==> src/rtl/eq_pkg.sv <==
// Shared sizing, state encoding and output rounding/saturation for the gain mixer.
// Pure definitions; no timing or flow-control behaviour of its own.
package eq_pkg;

  localparam int NB        = 10;
  localparam int DATA_W    = 24;
  localparam int GAIN_W    = 16;
  localparam int GAIN_FRAC = 14;
  localparam int PROD_W    = DATA_W + GAIN_W;
  localparam int ACC_W     = PROD_W + $clog2(NB);
  localparam int IDX_W     = 4;

  localparam logic [GAIN_W-1:0] GAIN_UNITY = 16'h4000;

  localparam logic signed [ACC_W-1:0] RND_HALF = ACC_W'(1) << (GAIN_FRAC - 1);
  localparam logic signed [ACC_W-1:0] DATA_MAX = ACC_W'({1'b0, {(DATA_W-1){1'b1}}});
  localparam logic signed [ACC_W-1:0] DATA_MIN = {{(ACC_W-DATA_W+1){1'b1}}, {(DATA_W-1){1'b0}}};

  typedef enum logic [1:0] {
    ST_IDLE  = 2'd0,
    ST_MAC   = 2'd1,
    ST_FLUSH = 2'd2,
    ST_OUT   = 2'd3
  } state_t;

  typedef struct packed {
    logic              sat;
    logic [DATA_W-1:0] data;
  } out_t;

  // Round half up at the Q2.14 point, then clip to the sample range.
  function automatic out_t round_sat(input logic signed [ACC_W-1:0] acc);
    logic signed [ACC_W-1:0] shf;
    out_t r;
    shf = (acc + RND_HALF) >>> GAIN_FRAC;
    if (shf > DATA_MAX) begin
      r.sat  = 1'b1;
      r.data = DATA_MAX[DATA_W-1:0];
    end else if (shf < DATA_MIN) begin
      r.sat  = 1'b1;
      r.data = DATA_MIN[DATA_W-1:0];
    end else begin
      r.sat  = 1'b0;
      r.data = shf[DATA_W-1:0];
    end
    return r;
  endfunction

endpackage

==> src/rtl/eq_mac_stage.sv <==
// Registered signed sample x gain multiplier, one product per enabled cycle.
// Latency 1 cycle; no backpressure, i_clr has priority over i_en.
module eq_mac_stage
  import eq_pkg::*;
(
  input  logic                     i_clk,
  input  logic                     i_clr,
  input  logic                     i_en,
  input  logic signed [DATA_W-1:0] i_a,
  input  logic signed [GAIN_W-1:0] i_b,
  output logic signed [PROD_W-1:0] o_prod
);

  always_ff @(posedge i_clk) begin
    if (i_clr) begin
      o_prod <= '0;
    end else if (i_en) begin
      o_prod <= PROD_W'(i_a) * PROD_W'(i_b);
    end
  end

endmodule

==> src/rtl/eq_gain_mixer.sv <==
// Per-band gain mixer: one shared multiplier, o_valid 12 cycles after an accepted i_en.
// i_en while busy is dropped and flagged by a one-cycle o_overrun pulse.
module eq_gain_mixer
  import eq_pkg::*;
(
  input  logic                 i_clk,
  input  logic                 i_rst_n,
  input  logic                 i_en,
  input  logic [NB*DATA_W-1:0] i_band_data,
  input  logic                 i_gain_we,
  input  logic [IDX_W-1:0]     i_gain_addr,
  input  logic [GAIN_W-1:0]    i_gain_data,
  output logic [DATA_W-1:0]    o_data,
  output logic                 o_valid,
  output logic                 o_sat,
  output logic                 o_busy,
  output logic                 o_overrun
);

  state_t                   state;
  logic [IDX_W-1:0]         idx;
  logic signed [DATA_W-1:0] band_q    [NB];
  logic signed [GAIN_W-1:0] gain_pend [NB];
  logic signed [GAIN_W-1:0] gain_act  [NB];
  logic signed [PROD_W-1:0] prod;
  logic signed [ACC_W-1:0]  acc;
  logic                     accept;
  out_t                     res;

  assign accept = (state == ST_IDLE) && i_en;
  assign res    = round_sat(acc);

  eq_mac_stage u_mac (
    .i_clk  (i_clk),
    .i_clr  (!i_rst_n),
    .i_en   (state == ST_MAC),
    .i_a    (band_q[idx]),
    .i_b    (gain_act[idx]),
    .o_prod (prod)
  );

  always_ff @(posedge i_clk) begin
    if (accept) begin
      for (int b = 0; b < NB; b++) begin
        band_q[b] <= i_band_data[b*DATA_W +: DATA_W];
      end
    end
  end

  // Active bank only moves at sample acceptance so one result never mixes gain sets.
  always_ff @(posedge i_clk) begin
    if (!i_rst_n) begin
      for (int b = 0; b < NB; b++) begin
        gain_pend[b] <= GAIN_UNITY;
        gain_act[b]  <= GAIN_UNITY;
      end
    end else begin
      if (accept) begin
        for (int b = 0; b < NB; b++) begin
          gain_act[b] <= gain_pend[b];
        end
      end
      if (i_gain_we && (i_gain_addr < IDX_W'(NB))) begin
        gain_pend[i_gain_addr] <= i_gain_data;
      end
    end
  end

  always_ff @(posedge i_clk) begin
    if (!i_rst_n) begin
      state     <= ST_IDLE;
      idx       <= '0;
      acc       <= '0;
      o_data    <= '0;
      o_valid   <= 1'b0;
      o_sat     <= 1'b0;
      o_busy    <= 1'b0;
      o_overrun <= 1'b0;
    end else begin
      o_valid   <= 1'b0;
      o_sat     <= 1'b0;
      o_overrun <= i_en && (state != ST_IDLE);
      case (state)
        ST_IDLE: begin
          if (i_en) begin
            acc    <= '0;
            idx    <= '0;
            o_busy <= 1'b1;
            state  <= ST_MAC;
          end
        end
        ST_MAC: begin
          // The product register lags idx by one edge, so the first add waits a cycle.
          if (idx != '0) begin
            acc <= acc + ACC_W'(prod);
          end
          idx <= idx + 1'b1;
          if (idx == IDX_W'(NB - 1)) begin
            state <= ST_FLUSH;
          end
        end
        ST_FLUSH: begin
          acc   <= acc + ACC_W'(prod);
          state <= ST_OUT;
        end
        ST_OUT: begin
          o_data  <= res.data;
          o_sat   <= res.sat;
          o_valid <= 1'b1;
          o_busy  <= 1'b0;
          state   <= ST_IDLE;
        end
        default: state <= ST_IDLE;
      endcase
    end
  end

endmodule

==> config.mk <==
export PLATFORM = sky130hd
export DESIGN_NAME = eq_gain_mixer
export DESIGN_NICKNAME = d
export VERILOG_FILES = /design/src/rtl/eq_pkg.sv /design/src/rtl/eq_mac_stage.sv /design/src/rtl/eq_gain_mixer.sv
export SDC_FILE = /design/constraint.sdc
export NUM_CORES = 2
export LEC_CHECK = 0
export BUFFER_PORTS_ARGS = -buffer_cell sky130_fd_sc_hd__buf_4
export CAP_MARGIN = 10
export CORE_MARGIN = 10
export CORE_UTILIZATION = 60
export CTS_BUF_LIST = sky130_fd_sc_hd__clkbuf_4 sky130_fd_sc_hd__clkbuf_8
export DETAILED_ROUTE_END_ITERATION = 8
export HOLD_SLACK_MARGIN = 0.06
export PLACE_DENSITY = 0.78
export SLEW_MARGIN = 20
export SYNTH_ARGS = -nofsm -noshare
export SYNTH_HDL_FRONTEND = slang
export SYNTH_SLANG_ARGS = --single-unit
==> constraint.sdc <==
create_clock -name i_clk -period 11.1 [get_ports i_clk]
set_input_delay 1.665 -clock i_clk [delete_from_list [all_inputs] [get_ports i_clk]]
set_output_delay 1.665 -clock i_clk [all_outputs]
set_load 0.03 [all_outputs]
==> results_dict.tcl <==
set metrics [dict create \
    status "finished clean" \
    clkLatencyLatePin_ns 0.76 \
    drive_gt1_frac 0.165 \
    synth.most_common_cell "edfxtp_1" \
    cts_tree "yes" \
    clock_skew_ns 0.0514 \
    maxSlewViolCount 0 \
    clk_pin_slew_ns 0.06 \
    grt.met3_usage 0.0459 \
    worstPathRequired_ns 11.79 \
    syn_nets 4434 \
    synth_cell_type_count 80 \
    holdWs_ns 0.489 \
    synth-edff-count 560 \
    dp_hpwl_um 75600 \
    crit_fanout 47 \
    place.gp.congestion 0.953 \
    rows 97 \
    vias 28094 \
    setup_viol 0 \
    drtAntennaViolNets 0 \
    critPathLaunchType "flip-flop" \
    synthCells 3646 \
    synth_flop_cell "edfxtp_1" \
    grt-busiest-layer "met2" \
    synthArstFlopShare 0 \
    critical_path_class "reg -> reg" \
    grt_pass1_vias 29353 \
    yosys_register_bits 682 \
    dr.pass1.iters 5 \
    cap_violations 0 \
    grtUsageTotal 0.255 \
    grt_pass1_wl_um 162000 \
    finalHoldViolCount 0 \
    syn-cell-area_mm2 0.0424 \
    path_delay_family "adder cells" \
    cts_resized 0 \
    seq_area_frac_synth 0.454 \
    die_x_um 286 \
    end_kind "flip-flop" \
    period_share 0.824 \
    die_area_mm2 0.0817 \
    hold_path_class "reg -> reg" \
    grt_overflow_total 0 \
    start_util 0.606 \
    crit_buf_inv 5 \
    die_h_um 286 \
    fin_nets 4725 \
    antenna_found_initial 9 \
    io_pins 292 \
    rsz0062_at_grt "no" \
    remaining_drc_errors 0 \
    postSynthAreaPerCell_um2 11.6 \
    cp_data_arrival_time_ns 9.85 \
    grt_max_degree 160 \
    cp_slowest_cell "dfxtp_4" \
    wire_per_inst_um 20.6 \
    wl_um 102000 \
    synth.top_cell.area_share 0.397 \
    h-tree-depth 3 \
    numCtsBuffers 107 \
    fillerInstances 5103 \
    cts_root_buf "clkbuf_8" \
    cts_setup_buffers 0 \
    grt_use_met2 0.447 \
    fmax_mhz 109 \
    ys_top_cells_by_area "edfxtp_1 40%, fa_1 18%, dfxtp_1 5.8%" \
    final.setup.tns_ns 0 \
    cts.sinks 682 \
    ys_top_cells_by_count "560 x edfxtp_1, 488 x nor2_1, 480 x inv_1" \
    syn2layout_area_growth_pct 12.4 \
    core-area_mm2 0.0700 \
    worst_slew_pin_slew_ns 1.14 \
    slew_headroom 0.239 \
    drt_first_iter_violations 2395 \
    crit_top_cell "fa_1" \
    cts-hold-fix-buffers 0 \
    min_period_ns 9.15 \
    met1_usage 0.304 \
    critPathMaxStageDelay_ns 0.94 \
    io_buffers 291 \
    synth_warnings 0 \
    cts_max_path_buffers 3 \
    routed_via_density 5.66 \
    yosys.area.top_type "edfxtp_1" \
]
[worst paths after layout]
kind                                     startpoint                             to  slack, ns  depth (start not counted)
worst max-delay path                      flip-flop  u_mac.o_prod[39]$_SDFFE_PN0P_       1.95                         27
worst min-delay path            acc[6]$_SDFFE_PN0P_            acc[6]$_SDFFE_PN0P_       0.49                          2
worst max register to register            flip-flop  u_mac.o_prod[39]$_SDFFE_PN0P_       1.95                         27
worst min register to register  acc[6]$_SDFFE_PN0P_            acc[6]$_SDFFE_PN0P_       0.49                          2
[sequential cells by signal (all words and copies together) (netlist names), named ones only]
name	count
gain_pend	160
idx	4
o_data	24
band_q	240
state	2
acc	44
o_valid	1
o_overrun	1
u_mac.o_prod	40
gain_act	160
o_busy	1
o_sat	1
[worst min-delay path: stages (launching register included)]
cell and delay (ns):
dfxtp_1 0.32, a21oi_1 0.06, nor2_1 0.07
[area by class of cell]
cell class / instances / area (um^2) / area share
tap: 940 / 1180 / 0.0247
clock inverter: 33 / 236 / 0.00496
timing repair buffer: 332 / 2540 / 0.0532
clock buffer: 151 / 1840 / 0.0386
antenna: 10 / 25.0 / 0.000525
sequential: 682 / 19300 / 0.404
inverter: 481 / 1810 / 0.0380
multi-input combinational: 2333 / 20800 / 0.436
[per-layer routing]
| metal | part of all wire | up-vias |
|---|---|---|
| met3 | 0.062 | 269 |
| met1 | 0.37 | 14022 |
| met5 | 0.0011 | - |
| li1 | - | 12790 |
| met2 | 0.52 | 1011 |
| met4 | 0.044 | 2 |
[stage by stage]
step                      cells   util  area, um^2  setup slack [ns]
after floorplan            3646      -       42400              3.21
after detailed placement   4767  0.650       45500              2.02
final                      4962  0.681       47700              1.95
after global placement     4767  0.650       45500              2.15
after CTS                  4951  0.680       47600              1.95
after global routing       4961  0.681       47700              1.49
[cells by family after synthesis]
family | share of synthesized area
and+or+nand+nor | 0.121
adders and majority gates | 0.221
muxes | 0.0652
buffers and inverters | 0.0570
AOI/OAI and AO/OA | 0.0611
xor gates and xnor gates | 0.0207
DFF | 0.454
[placed cells by master, fill, tap and decap left out, drive strengths merged, types with 11 or more instances in the layout]
cell type  instances
clkbuf           151
o21bai            11
and2             161
clkinv            25
o21a              26
a21oi            100
mux4              80
ha               149
nor3              16
mux2              30
dfxtp            122
edfxtp           560
a211oi            20
or3               19
inv              483
nand3             42
nor2             488
nor2b             26
or2               14
nand2b            15
o21ai             97
xnor2             62
nand2            303
fa               375
a22oi             23
and3              16
mux2i             62
xor2              38
o22ai             24
a21o              47
nand4             22
buf              332
Power is left out: the tool's default activity adds up to more than one toggle a clock period on the data nets, which glitch-free logic cannot reach.
